<file path="src/rtl/hex_fb_if.sv">
// Font ROM / framebuffer port bundle for the hex painter.
// The painter side is the master; the surrounding system is the slave.
interface hex_fb_if #(
    parameter int DIGITS = 4
);
    logic [4*DIGITS-1:0] value;
    logic                refresh;
    logic [11:0]         font_addr;
    logic [7:0]          font_data;
    logic                fb_we;
    logic [15:0]         fb_waddr;
    logic [7:0]          fb_wdata;
    logic                busy;
    logic                done;

    modport master (
        input  value, refresh, font_data,
        output font_addr, fb_we, fb_waddr, fb_wdata, busy, done
    );

    modport slave (
        output value, refresh, font_data,
        input  font_addr, fb_we, fb_waddr, fb_wdata, busy, done
    );
endinterface

</file>
<file path="src/rtl/hex_fb_painter.sv">
// Change-driven painter: snapshots a hex value and sweeps its glyphs
// from the font ROM into the framebuffer, one byte per clock.
module hex_fb_painter #(
    parameter int DIGITS       = 4,
    parameter int ROW_BYTES    = 40,
    parameter int DIGIT_STRIDE = 2,
    parameter int BASE_ADDR    = 0,
    parameter int GLYPH_BASE   = 0
) (
    input  logic     CLOCK_50,
    input  logic     rst_n,
    hex_fb_if.master bus
);
    localparam int VW = 4 * DIGITS;
    localparam int DW = (DIGITS > 1) ? $clog2(DIGITS) : 1;
    localparam logic [DW-1:0] LAST_DIGIT = DW'(DIGITS - 1);
    localparam logic [15:0]   ROW_STEP   = 16'(ROW_BYTES);
    localparam logic [15:0]   COL_STEP   = 16'(DIGIT_STRIDE);
    localparam logic [15:0]   BASE       = 16'(BASE_ADDR);
    localparam logic [11:0]   GBASE      = 12'(GLYPH_BASE);

    typedef enum logic [1:0] {
        S_IDLE,
        S_RUN,
        S_DRAIN,
        S_DONE
    } state_t;

    state_t        state_q, state_d;
    logic [VW-1:0] snap_q, snap_d;
    logic          pending_q, pending_d;
    logic [DW-1:0] digit_q, digit_d;
    logic [3:0]    row_q, row_d;
    logic [15:0]   row_acc_q, row_acc_d;
    logic [15:0]   col_acc_q, col_acc_d;
    logic          we_q, we_d;
    logic [15:0]   waddr_q, waddr_d;
    logic [3:0]    nib;

    always_ff @(posedge CLOCK_50 or negedge rst_n) begin
        if (!rst_n) begin
            state_q   <= S_IDLE;
            snap_q    <= '0;
            pending_q <= 1'b1;
            digit_q   <= '0;
            row_q     <= '0;
            row_acc_q <= '0;
            col_acc_q <= '0;
            we_q      <= 1'b0;
            waddr_q   <= '0;
        end else begin
            state_q   <= state_d;
            snap_q    <= snap_d;
            pending_q <= pending_d;
            digit_q   <= digit_d;
            row_q     <= row_d;
            row_acc_q <= row_acc_d;
            col_acc_q <= col_acc_d;
            we_q      <= we_d;
            waddr_q   <= waddr_d;
        end
    end

    always_comb begin
        state_d   = state_q;
        snap_d    = snap_q;
        pending_d = pending_q;
        digit_d   = digit_q;
        row_d     = row_q;
        row_acc_d = row_acc_q;
        col_acc_d = col_acc_q;
        we_d      = 1'b0;
        waddr_d   = waddr_q;
        unique case (state_q)
            S_IDLE: begin
                if (pending_q || bus.refresh || (bus.value != snap_q)) begin
                    snap_d    = bus.value;
                    pending_d = 1'b0;
                    digit_d   = '0;
                    row_d     = '0;
                    row_acc_d = '0;
                    col_acc_d = BASE;
                    state_d   = S_RUN;
                end
            end
            S_RUN: begin
                pending_d = pending_q | bus.refresh;
                // Address is registered so it lands with the ROM's data.
                we_d      = 1'b1;
                waddr_d   = col_acc_q + row_acc_q;
                row_d     = row_q + 4'd1;
                if (row_q == 4'hF) begin
                    row_acc_d = '0;
                    col_acc_d = col_acc_q + COL_STEP;
                    if (digit_q == LAST_DIGIT) begin
                        digit_d = '0;
                        state_d = S_DRAIN;
                    end else begin
                        digit_d = digit_q + 1'b1;
                    end
                end else begin
                    row_acc_d = row_acc_q + ROW_STEP;
                end
            end
            S_DRAIN: begin
                pending_d = pending_q | bus.refresh;
                state_d   = S_DONE;
            end
            S_DONE: begin
                pending_d = pending_q | bus.refresh;
                state_d   = S_IDLE;
            end
            default: state_d = S_IDLE;
        endcase
    end

    always_comb begin
        nib = '0;
        for (int i = 0; i < DIGITS; i++) begin
            if (digit_q == DW'(i)) nib = snap_q[4*(DIGITS-1-i) +: 4];
        end
    end

    assign bus.font_addr = GBASE + {4'b0, nib, row_q};
    assign bus.fb_we     = we_q;
    assign bus.fb_waddr  = waddr_q;
    assign bus.fb_wdata  = we_q ? bus.font_data : 8'h00;
    assign bus.busy      = (state_q == S_RUN) || (state_q == S_DRAIN);
    assign bus.done      = (state_q == S_DONE);
endmodule

</file>
<file path="src/flat_wrapper.sv">
// flat-port wrapper written by rule: the top's interface ports become plain ports
module hex_fb_painter_flat 
#(
    parameter int DIGITS       = 4,
    parameter int ROW_BYTES    = 40,
    parameter int DIGIT_STRIDE = 2,
    parameter int BASE_ADDR    = 0,
    parameter int GLYPH_BASE   = 0
)
  (CLOCK_50, rst_n, bus_value, bus_refresh, bus_font_data, bus_font_addr, bus_fb_we, bus_fb_waddr, bus_fb_wdata, bus_busy, bus_done);
  hex_fb_if #(.DIGITS(DIGITS)) bus_i ();
  input  logic CLOCK_50;
  input  logic rst_n;
  input wire logic [$bits(bus_i.value)-1:0] bus_value;
  input wire logic [$bits(bus_i.refresh)-1:0] bus_refresh;
  input wire logic [$bits(bus_i.font_data)-1:0] bus_font_data;
  output wire logic [$bits(bus_i.font_addr)-1:0] bus_font_addr;
  output wire logic [$bits(bus_i.fb_we)-1:0] bus_fb_we;
  output wire logic [$bits(bus_i.fb_waddr)-1:0] bus_fb_waddr;
  output wire logic [$bits(bus_i.fb_wdata)-1:0] bus_fb_wdata;
  output wire logic [$bits(bus_i.busy)-1:0] bus_busy;
  output wire logic [$bits(bus_i.done)-1:0] bus_done;
  assign bus_i.value = bus_value;
  assign bus_i.refresh = bus_refresh;
  assign bus_i.font_data = bus_font_data;
  assign bus_font_addr = bus_i.font_addr;
  assign bus_fb_we = bus_i.fb_we;
  assign bus_fb_waddr = bus_i.fb_waddr;
  assign bus_fb_wdata = bus_i.fb_wdata;
  assign bus_busy = bus_i.busy;
  assign bus_done = bus_i.done;
  hex_fb_painter #(.DIGITS(DIGITS), .ROW_BYTES(ROW_BYTES), .DIGIT_STRIDE(DIGIT_STRIDE), .BASE_ADDR(BASE_ADDR), .GLYPH_BASE(GLYPH_BASE)) u_core (.CLOCK_50(CLOCK_50), .rst_n(rst_n), .bus(bus_i));
endmodule
</file>
<file path="config.mk">
export PLATFORM = sky130hd
export DESIGN_NAME = hex_fb_painter_flat
export DESIGN_NICKNAME = d
export VERILOG_FILES = /design/src/rtl/hex_fb_if.sv /design/src/rtl/hex_fb_painter.sv /design/src/flat_wrapper.sv
export SDC_FILE = /design/constraint.sdc
export NUM_CORES = 1
export LEC_CHECK = 0
export ABC_CLOCK_PERIOD_IN_PS = 3240
export BUFFER_PORTS_ARGS = -buffer_cell sky130_fd_sc_hd__buf_2
export CAP_MARGIN = 10
export CORE_MARGIN = 2
export CORE_UTILIZATION = 55
export DETAILED_ROUTE_END_ITERATION = 8
export PLACE_DENSITY = 0.78
export REMOVE_ABC_BUFFERS = 1
export SLEW_MARGIN = 40
export SYNTH_ARGS = -nofsm -noshare
export SYNTH_HDL_FRONTEND = slang
export SYNTH_SLANG_ARGS = --single-unit
export TNS_END_PERCENT = 100
</file>
<file path="constraint.sdc">
create_clock -name CLOCK_50 -period 3.24 [get_ports CLOCK_50]
set_input_delay 0.324 -clock CLOCK_50 [delete_from_list [all_inputs] [get_ports CLOCK_50]]
set_output_delay 0.324 -clock CLOCK_50 [all_outputs]
set_load 0.005 [all_outputs]
</file>
# Word level (Yosys, flattened, before mapping)
# Cells that the tools add are included.
# word_totals
input_bits,27
regBits,74
out_inout_bits,39
# classes
n_addsub,5
reduce_logical,11
bitwise,1
n_mux,23
n_eq_ne,11
# op_table
operator,count
one-hot mux 16 bit (2 select lines),2
2-to-1 mux 16 bit,3
2-to-1 mux 4 bit,5
adder 16 bit,1
"adder 16 x 2 -> 16 bit, second input constant",1
"adder 16 x 6 -> 16 bit, second input constant",1
inequality test 16 bit,1
2-to-1 mux 2 bit,6
"== test 2 bit, second input constant",4
2-to-1 mux 8 bit,1
one-hot mux 2 bit (4 select lines),1
one-hot mux 4 bit (2 select lines),1
"inequality test 2 x 1 -> 1 bit, second input constant",3
AND reduction 3 bit,2
"adder 4 x 1 -> 4 bit, second input constant",1
"== test 2 x 1 -> 1 bit, second input constant",2
"== test 4 bit, second input constant",1
logical NOT 2 bit,2
one-hot mux 2 bit (2 select lines),1
AND reduction 2 bit,2
logical OR 1 bit,3
OR reduction 3 bit,1
"adder 2 x 1 -> 2 bit, second input constant",1
2-to-1 mux 1 bit,2
other kinds (3),3

# Depth between registers and ports, before layout
# Gate-level depths: netlist of the first run.
# depth
word_depth,5
mapped_depth,8
mapped_depth_nobuf,8

# Worst setup path before layout of the first run
# Ideal clock, no wire load.
# synth_timing
path_kind,register to register
startpoint,register u_core.col_acc_q[5]
endpoint,register u_core.waddr_q[14] (netlist: u_core.bus.fb_waddr[14])
t_arrival_ps,2195
required_time_ps,3116
n_path_buf,0
setup_time_ps,124
synth_period_minus_slack_ps,2318
path_stages_with_launch,8
path_slack_ps,922
path_cell_list,dfrtp_1 -> ha_1 -> and3_4 -> a2111oi_4 -> a21oi_2 -> a221o_1 -> mux2i_1 -> a211o_1
# synth_between
elab_chain_len,1
# synth_lines
element,line,rtl
start: declaration,hex_fb_painter.sv:35,"logic [15:0] col_acc_q, col_acc_d;"
start signal: assignment,hex_fb_painter.sv:58,col_acc_q <= col_acc_d;
adder 16 bit,hex_fb_painter.sv:90,waddr_d = col_acc_q + row_acc_q;
end signal: assignment,hex_fb_painter.sv:60,waddr_q <= waddr_d;
end: declaration,hex_fb_painter.sv:37,"logic [15:0] waddr_q, waddr_d;"
# Every way passes these cells.
# A chain may end at the register's enable or synchronous reset.

# Final worst setup path of the first run
# layout_timing
startpoint,register u_core.col_acc_q[7]
endpoint,register u_core.waddr_q[14] (netlist: u_core.bus.fb_waddr[14])
# The elaborated chain is that of the path after synthesis.

==> results of run 1 <==
[routing by layer]
layer  share of wire, %  GRT usage (%)  vias up
met2                 49           37.9       81
met1                 45           29.6     1596
li1                   -              -     1606
met3                4.5           3.59       14
met4                1.7           9.10        0
met5                  0              0        -
[cell usage in the layout, fill, tap and decap left out, types with 2 or more instances in the layout]
cell type                    n
sky130_fd_sc_hd__nor2_1     28
sky130_fd_sc_hd__buf_4       6
sky130_fd_sc_hd__and2_1     12
sky130_fd_sc_hd__xnor2_1     8
sky130_fd_sc_hd__a221oi_2    2
sky130_fd_sc_hd__a2111oi_4   2
sky130_fd_sc_hd__conb_1      5
sky130_fd_sc_hd__mux2_1     11
sky130_fd_sc_hd__o21a_1      4
sky130_fd_sc_hd__ha_1       25
sky130_fd_sc_hd__or2_2       4
sky130_fd_sc_hd__o211ai_1    2
sky130_fd_sc_hd__mux2i_1     3
sky130_fd_sc_hd__o21ai_0    11
sky130_fd_sc_hd__xor2_1     17
sky130_fd_sc_hd__a221o_1     3
sky130_fd_sc_hd__o31ai_1    15
sky130_fd_sc_hd__or3_1       4
sky130_fd_sc_hd__mux2_2     13
sky130_fd_sc_hd__and3_1     10
sky130_fd_sc_hd__nand4_1     3
sky130_fd_sc_hd__dfrtp_1    68
sky130_fd_sc_hd__clkinv_2    4
sky130_fd_sc_hd__a31oi_1     2
sky130_fd_sc_hd__a21oi_1    20
sky130_fd_sc_hd__and3_4      2
sky130_fd_sc_hd__nor3_1      4
sky130_fd_sc_hd__nor2b_1     3
sky130_fd_sc_hd__a21o_1      5
sky130_fd_sc_hd__buf_2      60
sky130_fd_sc_hd__clkbuf_8   10
sky130_fd_sc_hd__nand2_1    31
sky130_fd_sc_hd__nand3b_1    3
sky130_fd_sc_hd__nand3_1    16
sky130_fd_sc_hd__o21ai_1    30
sky130_fd_sc_hd__inv_1      10
sky130_fd_sc_hd__a22oi_1     3
sky130_fd_sc_hd__nor4_1      2
[what timing repair did]
action,CTS,global route
hold buffers,1,0
hold endpoints to repair,21,0
setup endpoints to repair,0,0
[cell families (layout without fill, tap and decap cells)]
logic type / after synthesis / after routing / synth area share (%)
fa+ha+maj: 25 / 25 / 7.59
mux: 27 / 27 / 7.29
buf+inv: 32 / 93 / 3.55
xor+xnor: 25 / 25 / 5.32
flops: 69 / 69 / 42.0
other cells: 1 / 5 / 0.0910
simple gates: 127 / 127 / 15.7
compound gates: 111 / 111 / 18.5
[state kept, by name, summed over array words and instances (netlist names)]
name                 count
u_core.state_q           2
u_core.pending_q         1
u_core.snap_q           16
u_core.col_acc_q        15
u_core.digit_q           2
u_core.bus.fb_we         1
u_core.row_q             4
u_core.bus.fb_waddr     15
u_core.row_acc_q        13
[power breakdown]
part | switching (mW) | total, mW | internal [mW]
Combinational | 0.0337 | 0.0576 | 0.0239
Sequential | 0.0000000000000000183 | 0.861 | 0.861
Clock | 0.328 | 0.699 | 0.372
[layout make-up]
| cell class | instances | share of cell area (%) |
|---|---|---|
| clock buffers | 11 | 3.01 |
| clock inverters | 5 | 1.07 |
| inverters | 10 | 0.799 |
| multi-input cells | 320 | 48.1 |
| flip-flops and latches | 69 | 36.8 |
| well taps | 99 | 2.64 |
| repair buffers | 67 | 7.57 |
[worst max path at each step]
stage                        startpoint                      end  slack (ns)  cells after the start
floorplan             u_core.state_q[1]     u_core.col_acc_q[10]        0.68                      6
global placement    u_core.col_acc_q[5]  u_core.bus.fb_waddr[14]        0.83                      7
detailed placement  u_core.col_acc_q[5]  u_core.bus.fb_waddr[14]        0.81                      7
CTS                 u_core.col_acc_q[7]  u_core.bus.fb_waddr[14]        0.77                      7
global route          u_core.state_q[1]     u_core.col_acc_q[14]        0.69                      8
finish              u_core.col_acc_q[7]  u_core.bus.fb_waddr[14]        0.78                      7
==> results.txt, run 1 <==
The overall die area is 0.00820 mm^2. The global-route wire length before repair came out at 15100 um. The H-tree was split into 3 levels.

The final total power is 1.62 mW. The synthesized instance count is 417. In this run, synthesis produced a sequential element count of 69.

The arrival time reported for the critical path endpoint came out at 2.70 ns. The proportion of netlist area held by the largest area contributor came out at 41.3%. The core region area came out at 0.00725 mm^2. In the final layout, flip-flops and latches occupy 0.00173 mm^2. The flow ran to the end, and the final reports show no timing, DRC or antenna violations.

The min-delay analysis places its worst path in the category input pin to register. For this run, the register share of the synthesized area comes to 42.0%. The clock insertion delay at the later pin of the skew report is 0.35 ns. Setup repair after global routing left no endpoint under its margin. The number of endpoints with negative hold slack in the final report came to 0. At the end of routability-driven placement, the weighted congestion stood at 0.847.

The count of maximum capacitance violations is 0. The clock tree skew after final layout is 0.00734 ns. The remaining global-route overflow came out at 0. The worst hold path begins at bus_value[4]. The worst-case register-to-register setup slack is 0.78 ns. After detailed routing, the number of remaining DRC violations is 0. The largest single stage delay on the critical path is 0.44 ns. The critical path class is register to register. The worst-case IR drop observed on VDD is 0.307 mV. The worst-case hold path end point is u_core.snap_q[4]. Measured on the finished design, the core utilization comes to 64.7%. The slew at the pin closest to its max-slew limit is 0.806 ns.

The synthesized area divided by synthesized cell count is 9.88 um^2. Counting tap cells, the placed design contains a total of 564 instances. The worst slack after detailed placement is 0.807 ns. The average routed wire per standard cell came out at 14.9 um. The area of the multi-input gates is 0.00226 mm^2. The number of diodes added for antenna fixing came out at 0. In this run the worst path has a maximum fanout of 6. The floorplan has 31 rows. The commonest cells after synthesis are sky130_fd_sc_hd__dfrtp_1 (68), sky130_fd_sc_hd__nand2_1 (31), sky130_fd_sc_hd__o21ai_1 (30). The number of buffers inserted by post-CTS setup repair came out at 0. The number of buffers created by CTS is 9. The worst relative slew slack is 46.1%. sky130_fd_sc_hd__dfrtp_1 takes more of the synthesized area than any other cell. The post-route worst setup slack is 0.778 ns.

The number of antenna violations at the first check in global routing came to 0. For this run, the top clock speed supported by timing is 406 MHz. The worst path uses 76.0% of the clock period. Setup total negative slack on the finished layout was measured at 0 ns.

By instance count, the leading cell after synthesis is sky130_fd_sc_hd__dfrtp_1. The number of buffer and inverter stages on the critical path came out at 0. The post-layout net count is 529. The starting utilization of the core area came out at 56.8%. By area the synthesized netlist is led by sky130_fd_sc_hd__dfrtp_1 (41%), sky130_fd_sc_hd__ha_1 (7.6%), sky130_fd_sc_hd__o21ai_1 (3.6%), sky130_fd_sc_hd__xor2_1 (3.6%), sky130_fd_sc_hd__mux2_2 (3.6%). STA classifies the critical path startpoint as a register. In the synthesized netlist the dominant register cell turns out to be sky130_fd_sc_hd__dfrtp_1. Input and output buffers added on the ports amount to 60. The maximum number of pins on one net before global-route repair is 30. The library cell contributing the largest single delay on the critical path is sky130_fd_sc_hd__dfrtp_1. Of the cells placed in the final design, the portion with a size suffix greater than 1 is 22.8%. Setup violations remaining at the end of the flow were counted as 0. The count of synthesis-stage warnings from yosys is 0.

The wire-length estimate of the detail-placed layout is 6310 um. The synthesis-to-finish area growth is 14.0%. The final wirelength came out at 8650 um. The endpoint kind of the worst setup timing path is a register.

The clock tree buffer depth is 2. The worst hold path passes through 2 cells. Counting flops with a built-in enable in the synthesized netlist gives 0. The placed instances occupy a cell area of 0.00449 mm^2. The count of boundary I/O pins came out at 66. Counting I/O delays and the setup requirement, the final critical path takes 2.46 ns. The number of pins with negative max-slew slack in the final report came out at 0. Clock-pin slew was measured on the worst setup and hold paths at 0.07 ns. The share of synthesized registers carrying an async set or reset came out at 100%. The data required time at the worst endpoint is 3.48 ns.

In this run the critical register-to-register path is captured at u_core.bus.fb_waddr[14]. The number of fillers in the final layout is 585. TritonCTS built the clock tree.

The die is 90.5 um tall. The violation count after the first detailed-route iteration came out at 197. The count of non-filler cells in the finished layout came out at 581.

Broken down by cell family, the worst path's largest delay share belongs to compound AO/OA/AOI/OAI gates. The residual antenna-violating net count after detailed routing came out at 0. For the worst flop-to-flop path, the logic depth is 7. Gates resized during post-CTS repair numbered 0. In this run, distinct cell masters in the synthesized netlist total 56. In this run the critical register-to-register path is launched from u_core.col_acc_q[7]. The cell sitting at the root of the clock tree is a sky130_fd_sc_hd__clkbuf_8.

The leakage power total is 2.32 nW. The global-route total usage across every layer is 22.7%. The final route contains 3297 vias. The number of detailed-routing iterations run before antenna repair is 4. The post-route worst hold slack came out at 0.209 ns. The critical path goes through ha_1 > and3_4 > a2111oi_4 > a21oi_2 > a221o_1 > mux2i_1 > a211o_1. After detailed routing, the number of vias per cell comes to 5.67.

The synthesized netlist occupies a cell area of 0.00412 mm^2. The final design area excluding fillers came out at 0.00470 mm^2. The areal power density over the cells is 344 mW/mm^2. The via count of the first global-routing pass is 3277. The floorplan die width is 90.5 um. The number of sinks driven by the clock tree came out at 69.
(Power assumes the default switching activity.)
==> inputs of run 2 (changes only) <==
--- a/config.mk
+++ b/config.mk
@@ -5,7 +5,7 @@
 export SDC_FILE = /design/constraint.sdc
 export NUM_CORES = 1
 export LEC_CHECK = 0
-export ABC_CLOCK_PERIOD_IN_PS = 3240
+export ABC_CLOCK_PERIOD_IN_PS = 2500
 export BUFFER_PORTS_ARGS = -buffer_cell sky130_fd_sc_hd__buf_2
 export CAP_MARGIN = 10
 export CORE_MARGIN = 2
==> constraint.sdc (replaced) <==
create_clock -name CLOCK_50 -period 2.5 [get_ports CLOCK_50]
set_input_delay 0.25 -clock CLOCK_50 [delete_from_list [all_inputs] [get_ports CLOCK_50]]
set_output_delay 0.25 -clock CLOCK_50 [all_outputs]
set_load 0.005 [all_outputs]
==> run 2 against run 1 <==
Via count is 1.5% higher; sequential power up 30%; register-to-register slack worse by 0.67 ns; clock power rose by 56%; clock skew up 0.0046 ns; fmax rose by 2.8%; largest cell class unchanged; highest routed layer unchanged.
==> results.txt, run 2 (synthesized netlist as in run 1, its figures left out) <==
The flow ran to the end, and the final reports show no timing, DRC or antenna violations. The post-layout net count came out at 539. After detailed placement, the design holds a cell count of 572.

The number of antenna violations at the first check in global routing is 0. The count of maximum capacitance violations came out at 0. The number of buffer and inverter stages on the critical path came out at 0. The count of boundary I/O pins is 66. The core region area is 0.00725 mm^2. The number of endpoints with negative hold slack in the final report is 0. The slowest stage of the critical path is the sky130_fd_sc_hd__dfrtp_1 cell. The areal power density over the cells is 472 mW/mm^2. The cell family contributing the most delay on the critical path is compound AO/OA/AOI/OAI gates.

The total via count in the routed design came out at 3346. The share of cells above drive strength 1 is 24.4%. The post-route fraction of the period consumed by the critical path is 95.8%. The number of placement rows came out at 31. The global-route total usage across every layer came out at 23.3%. The slew at the pin closest to its max-slew limit came out at 0.607 ns. In this run the tightest slew margin relative to its limit is 59.5%. Clock-pin slew was measured on the worst setup and hold paths at 0.08 ns. The minimum clock period after layout is 2.39 ns. Once detailed placement completed, the half-perimeter wirelength came to 6480 um.

In this run the number of cells on the critical path is 7. The residual antenna-violating net count after detailed routing came out at 0. Summed over all cells, the static leakage comes to 2.39 nW. The maximum number of pins on one net before global-route repair came out at 45. Derived from the worst setup path, the maximum achievable clock frequency is 418 MHz. The count of cells along the worst register-to-register path came out at 7.

The critical path starts at u_core.row_acc_q[4]. The final number of setup-violating endpoints is 0. The remaining global-route overflow is 0. After routing the design area is 0.00483 mm^2. The startpoint identified for the worst register-to-register timing path is u_core.row_acc_q[4].

The total cell area at the placement stage is 0.00457 mm^2. The number of detailed-routing iterations run before antenna repair is 4. The clock tree skew after final layout came out at 0.0119 ns. The arrival time reported for the critical path endpoint is 2.63 ns.

0 antenna diodes ended up in the layout. Clock latency on the worst-skew pair, taken at its later pin, is 0.35 ns. No sink is reached through more buffers than the 2 on the longest clock path. The library cells used most frequently in the layout, excluding fill and tap cells, are sky130_fd_sc_hd__dfrtp_1 (68), sky130_fd_sc_hd__buf_2 (60), sky130_fd_sc_hd__nand2_1 (31), sky130_fd_sc_hd__o21ai_1 (30), sky130_fd_sc_hd__nor2_1 (28). Leaving out fill and tap cells, the most frequent cell in the layout is sky130_fd_sc_hd__dfrtp_1. Clock tree synthesis selected as its root buffer the cell sky130_fd_sc_hd__clkbuf_8. The critical path in this run is classified as register to register. The total negative setup slack came out at 0 ns. After detailed routing, the number of remaining DRC violations is 0. Along the worst path, the maximum fanout reaches 4. The overall die area is 0.00820 mm^2.

The number of buffers created by CTS came out at 9. The post-route worst hold slack came out at 0.131 ns. The worst stage delay on the critical path is 0.41 ns. The number of levels in the clock H-tree came out at 3. The global-route wire length before repair came out at 15500 um. The critical path ends at u_core.bus.fb_waddr[14].

The maximum VDD drop is 0.272 mV. The average routed wire per standard cell is 14.8 um. The via count of the first global-routing pass is 3331. The count of non-filler cells in the finished layout came out at 591. The critical path goes through ha_1 > a21o_4 > a2111oi_4 > a21oi_2 > a221o_1 > mux2i_1 > a211o_1. The register with the most flip-flops in the layout has 16 of them. The number of gates resized after cts came out at 0. During placement, the flow inserted port buffers numbering 60.

Data on the critical path is required at its endpoint by 2.73 ns. The number of sinks driven by the clock tree came out at 69. The final weighted congestion of routability-driven global placement came out at 0.858.

The number of pins with negative max-slew slack in the final report is 0. The final wirelength is 8750 um. More flip-flops sit in one register than any other, and that register is u_core.snap_q. The post-detailed-route via-to-cell ratio is 5.66. TritonCTS built the clock tree. In this run the worst hold path is classified as input pin to register. STA classifies the critical path startpoint as a register. The violation count after the first detailed-route iteration is 162.

The floorplan die width came out at 90.5 um. In this run the critical register-to-register path is captured at u_core.bus.fb_waddr[14]. Once the floorplan was initialized, standard cells occupied 56.8% of the core.

The height of the die came out at 90.5 um. STA classifies the critical path endpoint as a register. The synthesis-to-finish area growth is 17.3%. The worst-case register-to-register setup slack is 0.11 ns.
-- run 2: changes by cell type in the layout (fill, tap and decap cells not counted) --
| cell | delta |
|---|---|
| sky130_fd_sc_hd__buf_12 | +1 |
| sky130_fd_sc_hd__clkbuf_8 | -1 |
| sky130_fd_sc_hd__clkinv_4 | +1 |
| sky130_fd_sc_hd__bufinv_16 | +2 |
| sky130_fd_sc_hd__clkinv_2 | -3 |
| sky130_fd_sc_hd__buf_4 | +9 |
| sky130_fd_sc_hd__clkinvlp_4 | +1 |
-- run 2: report_power, final --
part	switching [mW]	leakage (nW)	internal, mW
Combinational	0.0429	1.40	0.0321
Clock	0.427	0.116	0.663
Sequential	0.0000000000000000213	0.877	1.12
-- run 2: worst min-delay path by stage --
stage | startpoint | endpoint | slack (ns) | cells past startpoint
2_1_floorplan | rst_n | u_core.bus.fb_waddr[10] | -0.05 | 0
3_3_place_gp | rst_n | u_core.bus.fb_waddr[15] | 0.29 | 1
3_5_place_dp | rst_n | u_core.bus.fb_waddr[15] | 0.29 | 1
4_1_cts | bus_value[4] | u_core.snap_q[4] | 0.12 | 2
5_1_grt | bus_value[12] | u_core.snap_q[12] | 0.12 | 2
6_report | bus_value[4] | u_core.snap_q[4] | 0.13 | 2
-- run 2: layout make-up --
class                           instances  area (um^2)
Fill cell                             598         2420
Clock buffer                           10          128
Sequential cell                        69         1730
Inverter                               10         37.5
Tap cell                               99          124
Multi-Input combinational cell        320         2260
Clock inverter                          6          111
Timing Repair Buffer                   77          443
-- run 2: stage by stage --
step	power [mW]	util [%]	worst slack (ns)
6_report	2.28	66.6	0.106
2_1_floorplan	1.16	-	-0.0590
4_1_cts	2.31	66.4	0.0318
5_1_grt	2.37	66.6	-0.00574
3_3_place_gp	1.21	63.0	0.124
3_5_place_dp	1.21	63.0	0.0613
-- run 2: worst reg2reg max path, delay by kind of cell (launching register included) --
kind	cells	cell delay, ns
AOI/OAI and AO/OA	5	1.41
DFF	1	0.41
adders and majority gates	1	0.33
muxes	1	0.14
-- run 2: routing by layer --
layer | vias to the layer above | global-route usage, % | wire (um)
li1 | 1635 | - | -
met5 | - | 0 | 0
met2 | 107 | 39.0 | 4280
met4 | 0 | 9.36 | 178
met3 | 16 | 3.59 | 428
met1 | 1588 | 30.2 | 3850
-- run 2: repair_timing --
action,CTS,global route
setup buffers,0,2
setup endpoints to repair,0,2
endpoints found under the hold margin,25,0
hold buffers,1,0
